==> src/rtl/bsm_pkg.sv <==
// Shared definitions for the bit-serial multiplier job sequencer:
// FSM state encoding and a constant-evaluable clog2 helper.
package bsm_pkg;

  typedef enum logic [1:0] {
    ST_IDLE  = 2'd0,
    ST_CLEAR = 2'd1,
    ST_RUN   = 2'd2,
    ST_DONE  = 2'd3
  } state_t;

  function automatic int clog2(input int value);
    int r;
    r = 32'sd0;
    for (int v = value - 32'sd1; v > 32'sd0; v = v >>> 1) begin
      r = r + 32'sd1;
    end
    return r;
  endfunction

endpackage

==> src/rtl/bit_serial_mul_seq.sv <==
// Job sequencer for bit_serial_mul: accepts {a,x}, clears the multiplier, streams x
// LSB first (then pads) for 2W cycles and collects the serial product into out_p.
module bit_serial_mul_seq
  import bsm_pkg::*;
#(
  parameter int W      = 16,
  parameter bit SIGNED = 1'b0
) (
  input  logic           clk,
  input  logic           rst_n,
  input  logic           in_valid,
  output logic           in_ready,
  input  logic [W-1:0]   in_a,
  input  logic [W-1:0]   in_x,
  output logic           mul_rst_n,
  output logic [W-1:0]   mul_a,
  output logic           mul_x_bit,
  input  logic           mul_y,
  output logic           out_valid,
  input  logic           out_ready,
  output logic [2*W-1:0] out_p
);

  localparam int            CW       = clog2(2 * W);
  localparam logic [CW-1:0] CNT_LAST = CW'(2 * W - 1);

  state_t         state_r;
  state_t         state_s;
  logic [CW-1:0]  cnt_r;
  logic [W-1:0]   x_sh_r;
  logic           load_s;
  logic           pad_s;
  logic           last_s;

  // Handshake and next-state decode
  always_comb begin
    in_ready = 1'b0;
    state_s  = state_r;
    case (state_r)
      ST_IDLE: begin
        in_ready = rst_n;
        if (in_valid) begin
          state_s = ST_CLEAR;
        end else begin
          state_s = ST_IDLE;
        end
      end
      ST_CLEAR: begin
        state_s = ST_RUN;
      end
      ST_RUN: begin
        if (cnt_r == CNT_LAST) begin
          state_s = ST_DONE;
        end else begin
          state_s = ST_RUN;
        end
      end
      ST_DONE: begin
        in_ready = rst_n & out_ready;
        if (out_ready && in_valid) begin
          state_s = ST_CLEAR;
        end else if (out_ready) begin
          state_s = ST_IDLE;
        end else begin
          state_s = ST_DONE;
        end
      end
      default: begin
        state_s = ST_IDLE;
      end
    endcase
  end

  // Shift fill keeps replicating the sign bit once the real x bits are exhausted
  always_comb begin
    load_s = in_valid & in_ready;
    pad_s  = SIGNED ? x_sh_r[W-1] : 1'b0;
    last_s = (cnt_r == CNT_LAST);
  end

  // State register
  always_ff @(posedge clk) begin
    if (!rst_n) begin
      state_r <= ST_IDLE;
    end else begin
      state_r <= state_s;
    end
  end

  // Datapath: operand capture, x serialisation, product capture and registered handshakes
  always_ff @(posedge clk) begin
    if (!rst_n) begin
      cnt_r     <= '0;
      x_sh_r    <= '0;
      mul_rst_n <= 1'b0;
      mul_a     <= '0;
      mul_x_bit <= 1'b0;
      out_valid <= 1'b0;
      out_p     <= '0;
    end else begin
      mul_rst_n <= (state_s != ST_CLEAR);
      out_valid <= (state_s == ST_DONE);
      if (load_s) begin
        mul_a  <= in_a;
        x_sh_r <= in_x;
      end
      case (state_r)
        ST_CLEAR: begin
          mul_x_bit <= x_sh_r[0];
          x_sh_r    <= {pad_s, x_sh_r[W-1:1]};
          cnt_r     <= '0;
        end
        ST_RUN: begin
          out_p[cnt_r] <= mul_y;
          mul_x_bit    <= x_sh_r[0];
          x_sh_r       <= {pad_s, x_sh_r[W-1:1]};
          cnt_r        <= last_s ? '0 : cnt_r + CW'(1);
        end
        default: begin
        end
      endcase
    end
  end

endmodule
==> config.mk <==
export PLATFORM = sky130hd
export DESIGN_NAME = bit_serial_mul_seq
export DESIGN_NICKNAME = d
export VERILOG_FILES = /design/src/rtl/bsm_pkg.sv /design/src/rtl/bit_serial_mul_seq.sv
export SDC_FILE = /design/constraint.sdc
export NUM_CORES = 1
export LEC_CHECK = 0
export BUFFER_PORTS_ARGS = -buffer_cell sky130_fd_sc_hd__buf_2
export CAP_MARGIN = 10
export CORE_MARGIN = 2
export CORE_UTILIZATION = 50
export CTS_CLUSTER_DIAMETER = 40
export DETAILED_ROUTE_END_ITERATION = 12
export PLACE_DENSITY = 0.88
export SETUP_SLACK_MARGIN = 0.05
export SYNTH_ARGS = -nofsm -noshare
export SYNTH_HDL_FRONTEND = slang
export SYNTH_SLANG_ARGS = --single-unit
export TNS_END_PERCENT = 10
==> constraint.sdc <==
create_clock -name clk -period 2.6 [get_ports clk]
set_input_delay 0.39 -clock clk [delete_from_list [all_inputs] [get_ports clk]]
set_output_delay 0.39 -clock clk [all_outputs]
set_load 0.02 [all_outputs]
==> results.cfg <==
[logic_synthesis]
synth_warnings = 0
synth_edf_count = 0
synth-xor-area-share = 0
synth_area_leaders = dfxtp_1 44%, a21oi_1 9.9%, nand3_1 8.0%, o21ai_0 7.5%, o21ai_1 4.7%
synthArstFlopShare = 0
synth-adder-area-share = 0.03758
yosysSeqAreaShare = 0.4449
synthMuxAreaShare = 0.003006
yosys.area.top_type_share = 0.4449
ys_types = 37
synth-compound-area-share = 0.2736
avgSynthCellArea_um2 = 8.282
netlist_area_um2 = 3329
syn-instance-count = 402
yosys-top-cells-count = 74 x dfxtp_1, 66 x a21oi_1, 53 x nand3_1, 50 x o21ai_0, 31 x o21ai_1
yosysMostFrequentCell = dfxtp_1
ys_ff_latch = 74
synth_ff_type = dfxtp_1
syn_nets = 449
yosysTopAreaCell = dfxtp_1
yosys.area_share.simple = 0.1759
synth_top_family_by_area = compound AO/OA/AOI/OAI gates

[final_layout]
n_fill_cell = 550
drive_gt1_frac = 0.2458
area_growth_pct = 17.66
fin_util = 0.6134
fin_nets = 518
antenna_cells = 0

[critical_path]
crit_chain = inv_1, ha_1, buf_4, nor3_1, buf_2
crit_type = flop to primary output
path_max_fanout = 18
reg2reg_slack_ns = 0.65
max_stage_delay_ns = 0.41
start_kind = flop
cp-end-kind = primary output
crit_family = buffers and inverters
worstPathRequired_ns = 2.21
reg2reg_to = mul_a[5]
critical_path_buf_inv_count = 3
cp.arrival_ns = 1.89
rr_startpoint = state_r[0]
slowest_stage = dfxtp_1
r2r.worst_path.cells = 6

[clock_network]
numCtsBuffers = 9
clock_path_buffers = 2
cts_setup_buffers = 0
clock-root-buffer = clkbuf_8
cts_resized = 0
cts_tree = built
h-tree-depth = 3
ctsHoldBuffers = 0
cts.reportedPaths.clkPinSlew_ns = 0.08
clock_latency_ns = 0.36
clock-sinks = 74

[sta]
setup_violations = 0
fin_crit_sh = 0.8770
period_minus_slack_ns = 2.280
worst_pin_slew_ns = 0.6755
rsz0062_at_grt = false
timing.final.max_slew_violations = 0
hold_viol_final = 0
fin_tns_setup_ns = 0
slew_headroom = 0.5490
fmax_mhz = 438.5
clock_skew_ns = 0.01582

[place]
gp_congestion = 0.8156
hpwlAfterDp_mm = 5.527
portBuffers = 88

[pwr]
total_power_mw = 2.586
ir_drop_uv = 593.7
power.density_nw_per_um2 = 660.2
leakage_nw = 1.575

[grt]
grt_usage = 0.2323
grt-ovfl-total = 0
grt_pass1_vias = 2966
grt_max_degree = 55
antenna_found_initial = 0
grt_first_pass_wirelength_mm = 13.70

[floorplan]
initial_core_util = 0.5214
dieArea_um2 = 7327
core_area_um2 = 6386
die_w_um = 85.60
rows = 29
die_h_um = 85.60
ios = 89

[worst_hold_path]
min_to = mul_a[6]
whs_path_depth = 3
min-delay-start = in_a[6]
hp-class = input port to flop

[job]
drv_cap = 0

[detailed_routing]
vias = 3235
ant_nets = 0
first_iter_violations = 179
vias_per_cell = 5.850
route.detailed.drc = 0
wire_per_inst_um = 15.18
dr.pass1.iters = 5
postRouteWirelength_mm = 8.392

[outcome]
outcome = completed
cell usage in the layout, fill, tap and decap left out, types with 2 or more instances in the layout:
cell type / netlist / layout
a21oi_1: 66 / 66
a31oi_1: 17 / 17
and2_1: 5 / 5
and3_1: 2 / 2
and3b_1: 4 / 4
buf_2: 16 / 88
buf_4: 6 / 6
clkbuf_8: 0 / 9
clkinv_2: 0 / 2
dfxtp_1: 74 / 74
ha_1: 10 / 10
inv_1: 6 / 6
inv_2: 2 / 2
nand2_1: 9 / 9
nand2b_1: 2 / 2
nand3_1: 53 / 53
nand3b_1: 5 / 5
nor2_1: 3 / 3
nor2b_1: 3 / 3
nor3_1: 3 / 3
nor3b_1: 2 / 2
nor3b_2: 3 / 3
o21a_1: 3 / 3
o21ai_0: 50 / 50
o21ai_1: 31 / 31
or3b_1: 3 / 3
logic make-up after synthesis:
kind of cell | Yosys count
buffers and inverters | 44
and+or+nand+nor | 101
DFF | 74
muxes | 1
AOI/OAI and AO/OA | 172
adders and majority gates | 10
per-layer routing:
metal	track usage	part of all wire	up-vias
met5	0	0	-
met4	0.08947	0.017	0
met3	0.06833	0.080	13
met2	0.3793	0.47	120
met1	0.2903	0.43	1506
li1	-	-	1596
worst min-delay path, stage by stage:
cell	delay [ns]
buf_2	0.09
nand3_1	0.05
a21oi_1	0.05
cell type report:
type,count,area [um^2],area share
clock inverters,6,65.06,0.01661
multi-input cells,284,1632,0.4165
clock buffers,10,127.6,0.03258
flip-flops and latches,74,1481,0.3782
repair buffers,94,485.5,0.1239
inverters,8,30.03,0.007665
well taps,77,96.34,0.02459
state kept, by name (all words and copies together), names as in the netlist:
signal / flops
out_p: 32
mul_x_bit: 1
cnt_r: 5
state_r: 2
x_sh_r: 16
out_valid: 1
mul_rst_n: 1
mul_a: 16
worst max-delay path by stage:
stage / from / to / slack [ns] / cells past startpoint
after floorplan: state_r[0] / in_ready / 0.55 / 5
after global placement: state_r[0] / in_ready / 0.78 / 5
after detailed placement: state_r[0] / mul_a[12] / 0.66 / 6
after CTS: state_r[0] / in_ready / 0.32 / 5
after global routing: state_r[0] / in_ready / 0.14 / 5
final: state_r[0] / in_ready / 0.32 / 5
through the flow:
stage	hold slack (ns)	instances	cell area, um^2	setup WS (ns)
global route	0.2718	553	3918	0.1408
global placement	0.4537	537	3725	0.7847
CTS	0.2662	553	3918	0.3220
floorplan	0.4433	402	3329	0.5497
finish	0.2741	553	3918	0.3197
detailed placement	0.4664	537	3725	0.6605
where the power goes:
part | total [mW] | switching [mW] | internal [mW]
sequential | 1.24 | 0.0355 | 1.21
clock | 0.896 | 0.450 | 0.445
combinational | 0.448 | 0.295 | 0.153
Note: power is estimated with default switching activity, not from simulation.
